--- config.mk ---
export PLATFORM = sky130hd
export DESIGN_NAME = sr_pulse_driver
export DESIGN_NICKNAME = d
export VERILOG_FILES = /design/src/rtl/sr_pulse_driver.sv
export SDC_FILE = /design/constraint.sdc
export NUM_CORES = 1
export LEC_CHECK = 0
export CORE_ASPECT_RATIO = 1.75
export CORE_UTILIZATION = 56
export CTS_CLUSTER_SIZE = 28
export DETAILED_ROUTE_END_ITERATION = 16
export DONT_BUFFER_PORTS = 1
export PLACE_DENSITY = 0.71
export SYNTH_ARGS = -nofsm -noshare
export SYNTH_HDL_FRONTEND = slang
export SYNTH_SLANG_ARGS = --single-unit
--- constraint.sdc ---
create_clock -name clock -period 4.4 [get_ports clock]
set_input_delay 0.88 -clock clock [delete_from_list [all_inputs] [get_ports clock]]
set_output_delay 0.88 -clock clock [all_outputs]
set_load 0.05 [all_outputs]
--- src/rtl/sr_pulse_driver.sv ---
// sr_pulse_driver: masked set/reset pulse driver for an SR flop bank; SR_READBACK_EN adds q_in readback checking
module sr_pulse_driver #(
    parameter int WIDTH        = 8,
    parameter int PULSE_CYCLES = 2,
    parameter int GAP_CYCLES   = 1
) (
    input  logic             clock,
    input  logic             reset,
    input  logic             req_valid,
    output logic             req_ready,
    input  logic [WIDTH-1:0] req_mask,
    input  logic [WIDTH-1:0] req_value,
    output logic [WIDTH-1:0] s,
    output logic [WIDTH-1:0] r,
    output logic             busy,
    output logic             done,
`ifdef SR_READBACK_EN
    input  logic [WIDTH-1:0] q_in,
    output logic             rb_err,
    output logic [WIDTH-1:0] rb_err_bits,
    output logic [WIDTH-1:0] shadow
`else
    output logic [WIDTH-1:0] shadow
`endif
);
    localparam int MX = PULSE_CYCLES > GAP_CYCLES ? PULSE_CYCLES : GAP_CYCLES;
    localparam int CW = MX > 0 ? $clog2(MX + 1) : 1;

    typedef enum logic [1:0] {IDLE, PULSE, GAP} state_t;

    state_t state, state_n;
    logic [CW-1:0] cnt, cnt_n;
    logic [WIDTH-1:0] s_n, r_n, shadow_n, mask_q, mask_n, value_q, value_n, set_v, clr_v;
    logic done_n;

    assign req_ready = state == IDLE;
    assign busy = !req_ready;
    assign set_v = req_mask & req_value & ~shadow;
    assign clr_v = req_mask & ~req_value & shadow;

    always_ff @(posedge clock) begin
        if (reset) begin
            state <= IDLE;
            cnt <= '0;
            s <= '0;
            r <= '0;
            shadow <= '0;
            done <= 1'b0;
            mask_q <= '0;
            value_q <= '0;
        end else begin
            state <= state_n;
            cnt <= cnt_n;
            s <= s_n;
            r <= r_n;
            shadow <= shadow_n;
            done <= done_n;
            mask_q <= mask_n;
            value_q <= value_n;
        end
    end

    always_comb begin
        state_n = state;
        cnt_n = cnt;
        s_n = s;
        r_n = r;
        shadow_n = shadow;
        done_n = 1'b0;
        mask_n = mask_q;
        value_n = value_q;
        case (state)
            IDLE: if (req_valid) begin
                mask_n = req_mask;
                value_n = req_value;
                s_n = set_v;
                r_n = clr_v;
                if (|(set_v | clr_v)) begin
                    state_n = PULSE;
                    cnt_n = CW'(PULSE_CYCLES - 1);
                end else begin
                    done_n = 1'b1;
                end
            end
            PULSE: if (cnt == '0) begin
                s_n = '0;
                r_n = '0;
                shadow_n = (shadow & ~mask_q) | (value_q & mask_q);
                if (GAP_CYCLES > 0) begin
                    state_n = GAP;
                    cnt_n = CW'(GAP_CYCLES - 1);
                end else begin
                    state_n = IDLE;
                    done_n = 1'b1;
                end
            end else begin
                cnt_n = cnt - 1'b1;
            end
            GAP: if (cnt == '0) begin
                state_n = IDLE;
                done_n = 1'b1;
            end else begin
                cnt_n = cnt - 1'b1;
            end
            default: state_n = IDLE;
        endcase
    end

`ifdef SR_READBACK_EN
    always_ff @(posedge clock) begin
        if (reset) begin
            rb_err <= 1'b0;
            rb_err_bits <= '0;
        end else if (done) begin
            rb_err <= rb_err | (|((q_in ^ shadow) & mask_q));
            rb_err_bits <= rb_err_bits | ((q_in ^ shadow) & mask_q);
        end
    end
`else
`endif
endmodule

==> results of run 1 <==
how the worst max path moves through the flow:
stage | slack (ns) | end | depth (start not counted) | startpoint
2_1_floorplan | 2.04 | r[0] | 7 | state[0]
3_3_place_gp | 1.47 | r[7] | 6 | state[0]
3_5_place_dp | 1.45 | r[7] | 6 | state[0]
4_1_cts | 1.42 | s[4] | 6 | state[0]
5_1_grt | 1.14 | r[3] | 7 | state[0]
6_report | 1.43 | s[6] | 7 | state[0]
metal layers:
| metal | vias up | part of all wire, % | wire length (um) | GRT usage [%] |
|---|---|---|---|---|
| met1 | 787 | 42 | 1800 | 24.3 |
| met2 | 36 | 51 | 2170 | 40.9 |
| met3 | 7 | 4.0 | 171 | 7.03 |
| met4 | 0 | 2.1 | 90 | 11.7 |
| li1 | 844 | - | - | - |
| met5 | - | 0 | 0 | 0 |
layout make-up:
class	instances	area (sq um)	area share [%]
well taps	45	56.3	2.66
clock inverters	2	10.0	0.473
multi-input cells	181	1040	49.3
clock buffers	6	72.6	3.43
inverters	9	33.8	1.60
flip-flops and latches	45	901	42.6
layout by cell type (no fill, tap or decap), types with 4 or more instances in the layout:
cell type and instances:
a21oi_1 38, clkbuf_8 5, dfxtp_1 45, ha_1 7, inv_1 9, mux2i_1 6, nand2_1 52, nand3_1 8
nand3b_1 10, nor2_1 20, nor3_1 10, o211ai_1 4
per-stage QoR:
step	instance area, sq um	util, %	total power, uW	hold slack, ns	worst slack, ns
6_report	2120	61.6	876	0.453	1.43
5_1_grt	2120	61.6	916	0.472	1.14
4_1_cts	2120	61.6	881	0.455	1.42
3_5_place_dp	2030	59.2	642	0.445	1.45
3_3_place_gp	2030	59.2	640	0.438	1.47
2_1_floorplan	2050	-	623	0.437	2.04
where the power goes:
part / switching, uW / internal (uW) / leakage, uW / total (uW)
Combinational: 111 / 50.1 / 0.000355 / 161
Sequential: 39.9 / 431 / 0.000366 / 470
Clock: 134 / 110 / 0.0000450 / 244
worst reg2reg max path: cells and delay by family, from the launching register on:
kind	cells	cell delay (ns)
buffers and inverters	2	0.60
DFF	1	0.34
adders and majority gates	1	0.60
AOI/OAI and AO/OA	2	1.17
and+or+nand+nor	2	0.16
cells by family after synthesis:
kind of cell | synth area share, %
buf+inv | 5.25
fa+ha+maj | 4.27
xor+xnor | 1.28
flops | 43.9
simple gates | 26.7
compound gates | 15.6
mux | 2.93
==> impl_metrics.env, run 1 <==
export IMPL_synth_top_area_cell="dfxtp_1"
export IMPL_drv_cap=0
export IMPL_clockBufferDepth=2
export IMPL_timing_final_crit_share_pct=67.6
export IMPL_synthArstFlopShare_pct=0
export IMPL_postCtsResizedCells=0
export IMPL_cp_slowest_cell="o22ai_2"
export IMPL_r2r_start="state[0]"
export IMPL_synth_main_ff_cell="dfxtp_1"
export IMPL_grt_pass1_wl_um=6620
export IMPL_r2r_end="s[6]"
export IMPL_drcViolationCount=0
export IMPL_timing_final_crit_period_ns=2.97
export IMPL_dr_total_vias=1674
export IMPL_seq_area_frac_synth_pct=43.9
export IMPL_antenna_cells=0
export IMPL_vias_per_cell=5.81
export IMPL_min_from="value_q[4]"
export IMPL_p_leak_uw=0.000766
export IMPL_clock_latency_ns=0.30
export IMPL_initial_core_util_pct=59.7
export IMPL_fp_dieH_um=82.1
export IMPL_placement_io_buffers=0
export IMPL_finalWirelength_um=4240
export IMPL_synth_cell_types=35
export IMPL_grt_overflow=0
export IMPL_fillers=332
export IMPL_relSlewSlack_pct=27.5
export IMPL_holdPathStages=2
export IMPL_finClkSkew_ns=0.00569
export IMPL_synthTopCellsByArea="dfxtp_1 44%, nand2_1 9.5%, a21oi_1 9.3%"
export IMPL_syn_inst=249
export IMPL_endpoint_kind="flip-flop"
export IMPL_ir_drop_v=0.000294
export IMPL_first_pass_iters=4
export IMPL_cts_buffers=5
export IMPL_die_x_um=47.7
export IMPL_fin_cells=288
export IMPL_post_cts_buffers=0
export IMPL_syn_area_sq_mm=0.00205
export IMPL_cts_tree="built"
export IMPL_clk_pin_slew_ns=0.08
export IMPL_critical_path_buf_inv_count=2
export IMPL_drtIter0Drc=33
export IMPL_synth_seq_cells=45
export IMPL_antenna_found_initial=0
export IMPL_gp_congestion=0.832
export IMPL_cp_cell_sequence="inv_1 > ha_1 > inv_1 > o22ai_2 > nor3_1 > a21oi_1 > nor2_1"
export IMPL_yosysMostFrequentCell="nand2_1"
export IMPL_fp_row_count=28
export IMPL_syn_area_per_cell_sq_um=8.24
export IMPL_crit_type="reg2reg"
export IMPL_num_io_pins=46
export IMPL_nNetsFinal=268
export IMPL_dp_hpwl_um=2980
export IMPL_rsz0062_at_grt="false"
export IMPL_hold_end="value_q[4]"
export IMPL_post_route_cells_drive_above_1_share_pct=4.94
export IMPL_fmax_ghz=0.336
export IMPL_setup_viol=0
export IMPL_area_growth_pct=3.17
export IMPL_slowest_delay_ns=0.99
export IMPL_synth_nets=275
export IMPL_tightestPinTransition_ns=1.09
export IMPL_cellPowerDensity_mw_per_mm2=414
export IMPL_yosysWarnings=0
export IMPL_reg2regPathDepth=7
export IMPL_rrSetupSlack_ns=1.43
export IMPL_cp_common_cell="inv_1"
export IMPL_grt_use_total_pct=23.6
export IMPL_core_area_sq_mm=0.00343
export IMPL_cp_data_required_time_ns=4.59
export IMPL_cts_root_buf="clkbuf_8"
export IMPL_dieArea_sq_mm=0.00392
export IMPL_cts_sinks=45
export IMPL_netlist_area_leader_share_pct=43.9
export IMPL_hold_buffers=0
export IMPL_grt_pass1_vias=1599
export IMPL_synth_edf_count=0
export IMPL_finalSetupTns_ns=0
export IMPL_finalHoldViolations=0
export IMPL_ys_top_cells_by_count="52 x nand2_1, 45 x dfxtp_1, 38 x a21oi_1"
export IMPL_cp_start_kind="flip-flop"
export IMPL_drtAntennaViolNets=0
export IMPL_grt_max_degree=46
export IMPL_wl_per_cell_um=14.7
export IMPL_dp_cells=280
export IMPL_htreeDepth=2
export IMPL_cp_max_fo=26
export IMPL_report_final_slew_viol_count=0
export IMPL_cp_arrival_ns=3.16
export IMPL_status="finished clean"
export IMPL_cp_top_family="compound AO/OA/AOI/OAI gates"
export IMPL_hold_class="reg2reg"
No activity file was read; power rests on OpenSTA's default activity.
==> run 2: changes to the inputs <==
PLACE_DENSITY = 0.74   (was 0.71)
clock period = 2.7 ns   (was 4.4 ns; I/O delays follow)
==> run 2 against run 1 <==
Effect of this change: non-clock buffer count up 6; final cell count up 2.1%; combinational power up 75%; worst setup slack worse by 1.0 ns; routed wire length up 2.1%; register-to-register slack worse by 0.84 ns; sequential power up 63%; sequential share of layout area down 1.5 points; design area up 3.7%; first-iteration DRC count up 3.0%; power up 79%.
==> impl_metrics.env, run 2 (synthesis gave the netlist of run 1 again) <==
export IMPL_status="finished clean"
export IMPL_nNetsFinal=274
export IMPL_cts_tree="built"
export IMPL_timing_final_crit_share_pct=84.0
export IMPL_vias_per_cell=5.82
export IMPL_tightestPinTransition_ns=0.640
export IMPL_cts_root_buf="clkbuf_8"
export IMPL_area_growth_pct=7.02
export IMPL_antenna_cells=0
export IMPL_hold_buffers=0
export IMPL_finalHoldViolations=0
export IMPL_drcViolationCount=0
export IMPL_cp_data_required_time_ns=2.16
export IMPL_num_io_pins=46
export IMPL_use_met1_pct=24.9
export IMPL_wl_per_cell_um=14.7
export IMPL_r2r_start="state[0]"
export IMPL_postCtsResizedCells=0
export IMPL_fillers=331
export IMPL_drtIter0Drc=34
export IMPL_relSlewSlack_pct=57.3
export IMPL_post_route_cells_drive_above_1_share_pct=7.23
export IMPL_fmax_ghz=0.441
export IMPL_finalSetupTns_ns=0
export IMPL_dieArea_sq_mm=0.00392
export IMPL_utilization_pct=63.9
export IMPL_cp_arrival_ns=1.73
export IMPL_endpoint_kind="output pin"
export IMPL_core_area_sq_mm=0.00343
export IMPL_timing_final_crit_period_ns=2.27
export IMPL_antenna_found_initial=0
export IMPL_fp_dieH_um=82.1
export IMPL_ir_drop_v=0.000469
export IMPL_p_leak_uw=0.000811
export IMPL_finalWirelength_um=4330
export IMPL_clock_latency_ns=0.29
export IMPL_initial_core_util_pct=59.7
export IMPL_grt_use_total_pct=23.2
export IMPL_hold_class="in2reg"
export IMPL_cts_buffers=5
export IMPL_crit_path_start="state[0]"
export IMPL_r2r_end="s[4]"
export IMPL_grt_pass1_wl_um=6500
export IMPL_reg2regPathDepth=7
export IMPL_grt_pass1_vias=1492
export IMPL_cp_max_fo=7
export IMPL_placement_io_buffers=0
export IMPL_cts_sinks=45
export IMPL_drtAntennaViolNets=0
export IMPL_clk_pin_slew_ns=0.08
export IMPL_crit_end="busy"
export IMPL_finClkSkew_ns=0.00677
export IMPL_grtUsageMet3_pct=6.81
export IMPL_rrSetupSlack_ns=0.59
export IMPL_mostFrequentLayoutCell="nand2_1"
export IMPL_final_cell_mix="52 x nand2_1, 45 x dfxtp_1, 38 x a21oi_1, 20 x nor2_1"
export IMPL_die_x_um=47.7
export IMPL_grt_busiest_layer="met2"
export IMPL_fp_row_count=28
export IMPL_rsz0062_at_grt="false"
export IMPL_grt_overflow=0
export IMPL_crit_type="reg2out"
export IMPL_post_cts_buffers=0
export IMPL_first_pass_iters=4
export IMPL_cellPowerDensity_mw_per_mm2=712
export IMPL_use_met2_pct=40.8
export IMPL_cp_start_kind="flip-flop"
export IMPL_dr_total_vias=1710
export IMPL_dp_hpwl_um=3100
export IMPL_htreeDepth=2
export IMPL_setup_viol=0
export IMPL_drv_cap=0
export IMPL_clockBufferDepth=2
export IMPL_report_final_slew_viol_count=0
export IMPL_grt_max_degree=46
export IMPL_gp_congestion=0.740
## run 2: power breakdown
| part | internal (uW) | switching, uW | total, uW |
|---|---|---|---|
| logic | 93.9 | 187 | 281 |
| registers | 702 | 64.6 | 766 |
| clock network | 302 | 214 | 516 |
| total | 1100 | 466 | 1560 |
## run 2: layout make-up
cell class	count	area, sq um	share of cell area (%)
Tap cell	45	56.3	2.57
Timing Repair Buffer	6	45.0	2.05
Clock buffer	7	86.3	3.93
Sequential cell	45	901	41.0
Multi-Input combinational cell	181	1040	47.5
Clock inverter	1	30.0	1.37
Inverter	9	33.8	1.54
## run 2: worst min path at each step
stage / cells after the start / startpoint / endpoint
after detailed placement: 2 / value_q[3] / value_q[3]
after global placement: 2 / value_q[3] / value_q[3]
final: 1 / reset / value_q[3]
after floorplan: 2 / value_q[0] / value_q[0]
after global routing: 1 / reset / mask_q[5]
after CTS: 1 / reset / mask_q[6]
## run 2: worst max-delay path, cell delays in order (launching register included)
cell     delay, ns
dfxtp_1       0.35
inv_1         0.09
ha_1          0.57
inv_1         0.18
buf_4         0.25
## run 2: routing by layer
metal,up-vias,part of all wire (%)
met1,800,39
met5,-,0
met2,51,53
met3,7,6.5
li1,852,-
met4,0,1.5
## run 2: stage by stage
step	instance area [sq um]	instances	worst slack, ns	hold slack, ns	power (uW)
after detailed placement	2080	286	0.605	0.441	1060
final	2190	294	0.431	0.302	1560
after CTS	2190	294	0.416	0.294	1580
after floorplan	2050	249	0.339	0.437	1020
after global placement	2080	286	0.706	0.439	1060
after global routing	2190	294	0.333	0.291	1630
